File: config.mk
export PLATFORM = sky130hd
export DESIGN_NAME = uart_apb_host
export DESIGN_NICKNAME = d
export VERILOG_FILES = /design/src/rtl/uart_apb_pkg.sv /design/src/rtl/uart_apb_host.sv
export SDC_FILE = /design/constraint.sdc
export NUM_CORES = 1
export LEC_CHECK = 0
export ABC_AREA = 1
export CORE_UTILIZATION = 45
export CTS_CLUSTER_DIAMETER = 150
export DETAILED_ROUTE_END_ITERATION = 10
export HOLD_SLACK_MARGIN = 0.05
export PLACE_DENSITY_LB_ADDON = 0.08
export SLEW_MARGIN = 30
export SYNTH_ARGS = -nofsm -noshare
export SYNTH_HDL_FRONTEND = slang
export SYNTH_SLANG_ARGS = --single-unit
File: constraint.sdc
create_clock -name PCLK -period 2 [get_ports PCLK]
set_input_delay 0.2 -clock PCLK [delete_from_list [all_inputs] [get_ports PCLK]]
set_output_delay 0.2 -clock PCLK [all_outputs]
set_load 0.005 [all_outputs]
File: src/rtl/uart_apb_pkg.sv
// Shared definitions for the APB-side UART host: register map, STATUS bits,
// host state encoding and CTRL2 packing. CFG3 exists only with UART_APB_HOST_FRAC_EN.
package uart_apb_pkg;

  localparam logic [4:0] ADDR_TX     = 5'h00;
  localparam logic [4:0] ADDR_RX     = 5'h04;
  localparam logic [4:0] ADDR_CTRL1  = 5'h08;
  localparam logic [4:0] ADDR_CTRL2  = 5'h0C;
  localparam logic [4:0] ADDR_STATUS = 5'h10;
  localparam logic [4:0] ADDR_CTRL3  = 5'h14;

  localparam int STAT_TXRDY    = 0;
  localparam int STAT_RXRDY    = 1;
  localparam int STAT_PARITY   = 2;
  localparam int STAT_OVERFLOW = 3;
  localparam int STAT_FRAMING  = 4;

  typedef enum logic [2:0] {
    S_CFG1,
    S_CFG2,
`ifdef UART_APB_HOST_FRAC_EN
    S_CFG3,
`endif
    S_POLL,
    S_GAP,
    S_RXRD,
    S_TXWR
  } state_e;

  function automatic logic [7:0] ctrl2_pack(input logic [4:0] baud_hi, input logic odd,
                                            input logic par_en, input logic bit8);
    return {baud_hi, odd, par_en, bit8};
  endfunction

endpackage

File: src/rtl/uart_apb_host.sv
// APB3 initiator driving a UART slave: programs baud/frame registers, then polls STATUS
// and moves bytes between tx/rx streams and the data registers. Optional: UART_APB_HOST_FRAC_EN.
module uart_apb_host
  import uart_apb_pkg::*;
#(
  parameter logic [12:0] BAUD_VALUE    = 13'd0,
  parameter logic        BIT8          = 1'b1,
  parameter logic        PARITY_EN     = 1'b0,
  parameter logic        ODD_N_EVEN    = 1'b0,
`ifdef UART_APB_HOST_FRAC_EN
  parameter logic [2:0]  BAUD_FRACTION = 3'd0,
`endif
  parameter int unsigned POLL_GAP      = 0
) (
  input  logic       PCLK,
  input  logic       PRESETN,
  output logic [4:0] PADDR,
  output logic       PSEL,
  output logic       PENABLE,
  output logic       PWRITE,
  output logic [7:0] PWDATA,
  input  logic [7:0] PRDATA,
  input  logic       PREADY,
  input  logic       PSLVERR,
  input  logic       tx_valid,
  input  logic [7:0] tx_data,
  output logic       tx_ready,
  output logic       rx_valid,
  output logic [7:0] rx_data,
  input  logic       rx_ready,
  output logic       cfg_done,
  output logic       parity_err,
  output logic       framing_err,
  output logic       overflow,
  output logic       bus_err,
  input  logic       err_clr
);

  state_e     state_q, state_d;
  logic       psel_q, psel_d, penable_q, penable_d, pwrite_q, pwrite_d;
  logic [4:0] paddr_q, paddr_d;
  logic [7:0] pwdata_q, pwdata_d, rx_data_q, rx_data_d, gap_q, gap_d;
  logic       rx_valid_q, rx_valid_d, cfg_done_q, cfg_done_d;
  logic       par_q, par_d, ovf_q, ovf_d, frm_q, frm_d, berr_q, berr_d;
  logic       start, rx_take, tx_take;

  // RX wins when both directions have work; a held rx byte blocks further reads.
  assign rx_take = PRDATA[STAT_RXRDY] & ~rx_valid_q;
  assign tx_take = PRDATA[STAT_TXRDY] & tx_valid & ~rx_take & cfg_done_q;

  always_comb begin
    state_d    = state_q;
    psel_d     = psel_q;
    penable_d  = penable_q;
    pwrite_d   = pwrite_q;
    paddr_d    = paddr_q;
    pwdata_d   = pwdata_q;
    gap_d      = gap_q;
    cfg_done_d = cfg_done_q;
    rx_data_d  = rx_data_q;
    rx_valid_d = rx_valid_q & ~rx_ready;
    par_d      = par_q & ~err_clr;
    ovf_d      = ovf_q & ~err_clr;
    frm_d      = frm_q & ~err_clr;
    berr_d     = berr_q & ~err_clr;
    tx_ready   = 1'b0;
    start      = 1'b0;

    if (state_q == S_GAP) begin
      if (gap_q == 8'd0) begin
        state_d = S_POLL;
        start   = 1'b1;
      end else begin
        gap_d = gap_q - 8'd1;
      end
    end else if (!psel_q) begin
      start = 1'b1;
    end else if (!penable_q) begin
      penable_d = 1'b1;
    end else if (PREADY) begin
      psel_d    = 1'b0;
      penable_d = 1'b0;
      start     = 1'b1;
      if (PSLVERR) berr_d = 1'b1;
      unique case (state_q)
        S_CFG1: state_d = S_CFG2;
`ifdef UART_APB_HOST_FRAC_EN
        S_CFG2: state_d = S_CFG3;
        S_CFG3: begin state_d = S_POLL; cfg_done_d = 1'b1; end
`else
        S_CFG2: begin state_d = S_POLL; cfg_done_d = 1'b1; end
`endif
        S_POLL: begin
          if (PRDATA[STAT_PARITY])   par_d = 1'b1;
          if (PRDATA[STAT_OVERFLOW]) ovf_d = 1'b1;
          if (PRDATA[STAT_FRAMING])  frm_d = 1'b1;
          if (rx_take) begin
            state_d = S_RXRD;
          end else if (tx_take) begin
            tx_ready = 1'b1;
            state_d  = S_TXWR;
          end else if (POLL_GAP != 0) begin
            state_d = S_GAP;
            start   = 1'b0;
            gap_d   = 8'(POLL_GAP - 1);
          end
        end
        S_RXRD: begin
          rx_data_d  = PRDATA;
          rx_valid_d = 1'b1;
          state_d    = S_POLL;
        end
        default: state_d = S_POLL;
      endcase
    end

    // SETUP phase of the transfer belonging to state_d (back-to-back when completing).
    if (start) begin
      psel_d    = 1'b1;
      penable_d = 1'b0;
      pwrite_d  = 1'b1;
      pwdata_d  = 8'h00;
      case (state_d)
        S_CFG1: begin paddr_d = ADDR_CTRL1; pwdata_d = BAUD_VALUE[7:0]; end
        S_CFG2: begin
          paddr_d  = ADDR_CTRL2;
          pwdata_d = ctrl2_pack(BAUD_VALUE[12:8], ODD_N_EVEN, PARITY_EN, BIT8);
        end
`ifdef UART_APB_HOST_FRAC_EN
        S_CFG3: begin paddr_d = ADDR_CTRL3; pwdata_d = {5'b0, BAUD_FRACTION}; end
`endif
        S_POLL: begin paddr_d = ADDR_STATUS; pwrite_d = 1'b0; end
        S_RXRD: begin paddr_d = ADDR_RX; pwrite_d = 1'b0; end
        default: begin paddr_d = ADDR_TX; pwdata_d = tx_data; end
      endcase
    end
  end

  always_ff @(posedge PCLK or negedge PRESETN) begin
    if (!PRESETN) begin
      state_q    <= S_CFG1;
      psel_q     <= 1'b0;
      penable_q  <= 1'b0;
      pwrite_q   <= 1'b0;
      paddr_q    <= 5'd0;
      pwdata_q   <= 8'd0;
      gap_q      <= 8'd0;
      cfg_done_q <= 1'b0;
      rx_data_q  <= 8'd0;
      rx_valid_q <= 1'b0;
      par_q      <= 1'b0;
      ovf_q      <= 1'b0;
      frm_q      <= 1'b0;
      berr_q     <= 1'b0;
    end else begin
      state_q    <= state_d;
      psel_q     <= psel_d;
      penable_q  <= penable_d;
      pwrite_q   <= pwrite_d;
      paddr_q    <= paddr_d;
      pwdata_q   <= pwdata_d;
      gap_q      <= gap_d;
      cfg_done_q <= cfg_done_d;
      rx_data_q  <= rx_data_d;
      rx_valid_q <= rx_valid_d;
      par_q      <= par_d;
      ovf_q      <= ovf_d;
      frm_q      <= frm_d;
      berr_q     <= berr_d;
    end
  end

  assign PSEL        = psel_q;
  assign PENABLE     = penable_q;
  assign PWRITE      = pwrite_q;
  assign PADDR       = paddr_q;
  assign PWDATA      = pwdata_q;
  assign cfg_done    = cfg_done_q;
  assign rx_valid    = rx_valid_q;
  assign rx_data     = rx_data_q;
  assign parity_err  = par_q;
  assign overflow    = ovf_q;
  assign framing_err = frm_q;
  assign bus_err     = berr_q;

endmodule

Yosys cells after proc, flatten, opt, wreduce, memory -nomap -nowiden
Cells that the tools add are included.

storage, ports and cells
  register bits after elaboration = 41
  bits of input ports = 23
  output and inout port bits = 31
  word-level logic and storage cells = 107

operators by class
  add/subtract/negate cells = 1
  eq/ne operators = 8
  muxes and demuxes = 59
  bitwise operators = 15
  reductions and logical operators = 10

operator list
  kind                   count
  $mux W1                49
  $mux W3                7
  $pmux W5 S4            1
  $pmux W8 S2            1
  $reduce_and A5 Y1      2
  $and A1 B1 Y1          9
  $eq A3 B2 Y1 const B   3
  $logic_not A8 Y1       1
  $sub A8 B1 Y8 const B  1
  $eq A3 B1 Y1 const B   2
  $eq A3 B3 Y1 const B   2
  $logic_not A3 Y1       2
  $not A1 Y1             6
  $pmux W3 S2            1
  $reduce_and A2 Y1      2
  $reduce_or A3 Y1       1
  $ne A2 B2 Y1 const B   1
  $reduce_bool A2 Y1     1
  $reduce_or A2 Y1       1

Longest topological paths before layout
  depth after elaboration = 15
  mapped depth = 11
  depth with buffers taken out = 11

Least setup slack after synthesis
OpenSTA, ideal clock, no wires.

  kind = reg-to-reg
  start point = reg gap_q[0]
  end point = reg pwdata_q[0], in the netlist PWDATA[0]
  library setup time = 0.119 ns
  data arrival time = 1.518 ns
  required time = 1.881 ns
  path slack = 0.363 ns
  stages on the path, launching flop included = 10
  path buffers = 0
  clock period less this slack = 1.637 ns
  path through = dfrtp_1 > inv_1 > ha_1 > nand3_1 > o21bai_4 > inv_6 > nor2_4 > o21ai_4 > nand4_1 > nand2_1

on the way
  word-level cells in the longest chain between the ends = 6
  elaborated cells on any way between the ends = 11
  classes of those cells = eq/ne: 3; mux: 5; reduce/logical: 3

RTL lines
  item                                  RTL line              RTL
  start: declaration                    uart_apb_host.sv:42   logic [7:0] pwdata_q, pwdata_d, rx_data_q, rx_data_d, gap_q, gap_d;
  start signal: assignment              uart_apb_host.sv:162  gap_q <= gap_d;
  $logic_not A8 Y1 (*)                  uart_apb_host.sv:70   if (gap_q == 8'd0) begin
  $mux W3                               uart_apb_host.sv:70
  $mux W3                               uart_apb_host.sv:69   if (state_q == S_GAP) begin
  $eq A3 B3 Y1 (tied with other cells)  uart_apb_host.sv:123  case (state_d)
  $reduce_or A3 Y1 (no line)            --
  $pmux W8 S2                           uart_apb_host.sv:123
  end signal: assignment                uart_apb_host.sv:161  pwdata_q <= pwdata_d;
  end: declaration                      uart_apb_host.sv:42

Every way passes the cells marked *; elsewhere a longest branch is shown, timed or not.
A chain may end at the register's enable or synchronous reset.

Worst setup path after layout
  start point = in PREADY
  end point = out tx_ready

on the way
  word-level cells in the longest chain between the ends = 4

RTL lines
  item                RTL line             RTL
  start: declaration  uart_apb_host.sv:23  input logic PREADY,
  $mux W1             uart_apb_host.sv:80  end else if (PREADY) begin
  $mux W1             uart_apb_host.sv:78  end else if (!penable_q) begin
  $mux W1             uart_apb_host.sv:76  end else if (!psel_q) begin
  $mux W1             uart_apb_host.sv:69
  end: declaration    uart_apb_host.sv:27  output logic tx_ready,

Every way passes these cells.

==> summary.md <==
| Metric | Value |
|---|---|
| Setup WS post-layout | `roughly 0.11 ns` |
| Syn avg cell area | `around 9.3 um2` |
| Setup TNS | `0 ns` |
| Chip width | `~66 um` |
| Peak VDD IR | `0.956 mV` |
| Pwr Density | `between 1000 and 1500 nW/um2` |
| Startpoint Class | `input port` |
| Die height | `66.1 um` |
| Share of cells above drive strength 1 | `0.141` |
| Antenna violations before repair | `0` |
| Netlist cell types | `33` |
| Final instance area | `around 2500 um2` |
| CTS tree | `yes` |
| Post-Place Cells | `300` |
| Starting Density | `0.486` |
| Area Overhead vs Synth | `38.1%` |
| Post-route ant nets | `0` |
| Clock Pin Slew Worst Setup and Hold Paths | `roughly 0.070 ns` |
| Slowest stage cell on the critical path | `clkdlybuf4s50_1` |
| Clock latency on the worst-skew pair | `slightly below 0.3 ns` |
| Tot GR Track Use | `0.190` |
| Final worst path period share | `0.947` |
| Status | `finished clean` |
| DP Worst Slack | `0.0506 ns` |
| Routed WL | `3650 um` |
| WL/cell | `between 10 and 15 um` |
| Clk buf depth | `2` |
| Worst Setup Path Type | `input port to output port` |
| Dpl hpwl | `~2800 um` |
| CTS sink count | `39` |
| First-pass GRT wire length | `between 6000 and 7000 um` |
| Post-synthesis sequential area ratio | `0.528` |
| H-tree levels | `2` |
| Core Box Area | `3800 um2` |
| Pwr Total | `~3 mW` |
| Antenna Cells | `0` |
| DR vias/cell | `around 4.7` |
| Leak | `about 1.2 nW` |
| Final non-filler cell total | `310` |
| TritonRoute pass-1 iters | `4` |
| Num ports | `54` |
| RSZ-0062 raised after global routing | `no` |
| Total CTS buffers | `5` |
| Final nets | `between 200 and 300` |
| Min-delay worst type | `input port to async pin` |
| Max-cap violations | `0` |
| GP Congestion | `about 0.80` |
| # rows | `22` |
| Max Slew Vio Count | `0` |
| Fin. Hold Viols | `0` |
| Largest net degree at the start of global routing | `17` |
| Number of synthesized flops with an enable pin | `0` |
| Area of the die | `approximately 4400 um2` |
| Endpoint type of the worst setup path | `output port` |
| Yosys warns | `0` |
| Final min period | `1.89 ns` |
| Via count | `1,466` |
| Critical Path Fanout Max | `4` |
| Fmax | `roughly 530 MHz` |
| Final setup viols | `0` |
| Critical Path AT | `between 1.5 and 2 ns` |
| Placed Area | `approximately 2400 um2` |
| Number of global-route vias before repair | `roughly 1,400` |
| Clk_skew | `0.00316 ns` |
| Iteration-0 DRC Markers | `35` |
| Clock root buffer | `clkbuf_8` |
| Post-synthesis instance total | `199` |
| Synthesized area | `1850 um2` |
| Gr ovfl total | `0` |
| Asr flop ratio synth | `1.00` |
| #FFs+latches synth | `39` |
| CP required | `between 1.5 and 2 ns` |
| Top_reg_cell synth | `dfrtp_1` |
| DRC | `0` |
| Number of port buffers | `around 50` |
| Crit path largest cell delay | `about 0.52 ns` |
| CP cell instances | `clkdlybuf4s50_1 > nand2_1 > nor2_4 > nand2_1 > nor3_2 > clkdlybuf4s50_1` |
-- final timing paths --
check                                startpoint  slack [ns]  depth (start not counted)                      to
setup / recovery                         PREADY        0.11                          6                tx_ready
hold reg to reg              PWRITE$_DFFE_PN0N_        0.48                          2      PWRITE$_DFFE_PN0N_
min in group PCLK                     PRDATA[5]        0.45                          3  rx_data[5]$_DFFE_PN0P_
max in group asynchronous               PRESETN        1.23                          3  rx_data[5]$_DFFE_PN0P_
setup reg to reg           gap_q[0]$_DFFE_PN0P_        0.18                          8   PWDATA[0]$_DFFE_PN0N_
hold / removal                          PRESETN        0.31                          2  rx_data[3]$_DFFE_PN0P_
-- power breakdown --
group / leakage [nW] / switching, mW / internal [mW]
clock: 0.0470 / 0.250 / 0.270
combinational: 0.686 / 0.697 / 0.686
sequential: 0.508 / 0.154 / 1.02
total: 1.24 / 1.10 / 1.97
-- cell type report --
cell class	count	area, um2
Sequential cell	39	976
Fill cell	329	1250
Clock inverter	1	5.00
Timing Repair Buffer	59	568
Multi-Input combinational cell	136	774
Tap cell	48	60.1
Clock buffer	6	82.6
Inverter	21	83.8
-- cell usage after synthesis, types with 2 or more instances --
cell,n,share of area
nand2_1,64,0.13
nand2_4,2,0.012
nor2_2,3,0.010
ha_1,2,0.014
inv_2,4,0.0081
a32o_1,4,0.022
nand3_2,3,0.016
nor3_1,2,0.0054
inv_1,16,0.033
buf_4,3,0.012
xnor2_1,2,0.0095
xor2_1,5,0.024
nor2_4,2,0.012
nand3_1,9,0.024
nand4_1,9,0.030
o21ai_0,3,0.0081
dfrtp_1,39,0.53
nor2_1,12,0.024
-- sequential cells by signal, summed over array words and instances, names as in the netlist --
name / flops
rx_data: 8
PENABLE: 1
PSEL: 1
cfg_done: 1
overflow: 1
PWRITE: 1
gap_q: 8
framing_err: 1
bus_err: 1
rx_valid: 1
PWDATA: 8
parity_err: 1
state_q: 3
PADDR: 3
-- critical path: cells and delay by family --
kind | cells | cell delay (ns)
simple gates | 4 | 0.48
buf+inv | 2 | 1.00
-- placed cells by master, fill, tap and decap left out, types with 2 or more instances in the layout --
master	n
nand4_1	9
xnor2_1	2
nor3_2	2
nand3_2	3
nor2_4	3
clkdlybuf4s50_1	50
ha_1	2
dfrtp_1	39
clkbuf_8	6
nor2_2	2
inv_1	16
nand2_1	64
o21ai_0	3
nand3_1	9
nand2_4	2
a32o_1	4
xor2_1	5
conb_1	2
nor2_1	12
buf_4	7
inv_2	4
-- logic make-up after synthesis --
group / share of synthesized area
DFF: 0.528
xor gates and xnor gates: 0.0332
AOI/OAI and AO/OA: 0.0725
other: 0.00203
buffers and inverters: 0.0596
and+or+nand+nor: 0.291
adders and majority gates: 0.0135
-- stage by stage --
stage / hold WS [ns] / util
after CTS: 0.297 / 0.666
after detailed placement: 0.0723 / 0.639
after global routing: 0.333 / 0.671
final: 0.306 / 0.671
after floorplan: -0.0956 / -
after global placement: 0.0751 / 0.639
-- per-layer routing --
metal  global-route usage  wire, um  vias to the layer above
met3               0.0466       154                        5
met4               0.0798        49                        0
li1                     -         -                      763
met1                0.244      1730                      667
met2                0.305      1720                       31
met5                    0         0                        -
-- repair_timing --
action                     4_1_cts  5_1_grt
hold buffers                     1        0
gates cloned                     0        0
setup endpoints to repair        1        1
setup buffers                    0        2
resized for setup                1        1
hold endpoints to repair         9        0
Power figures use the tool's default switching activity.
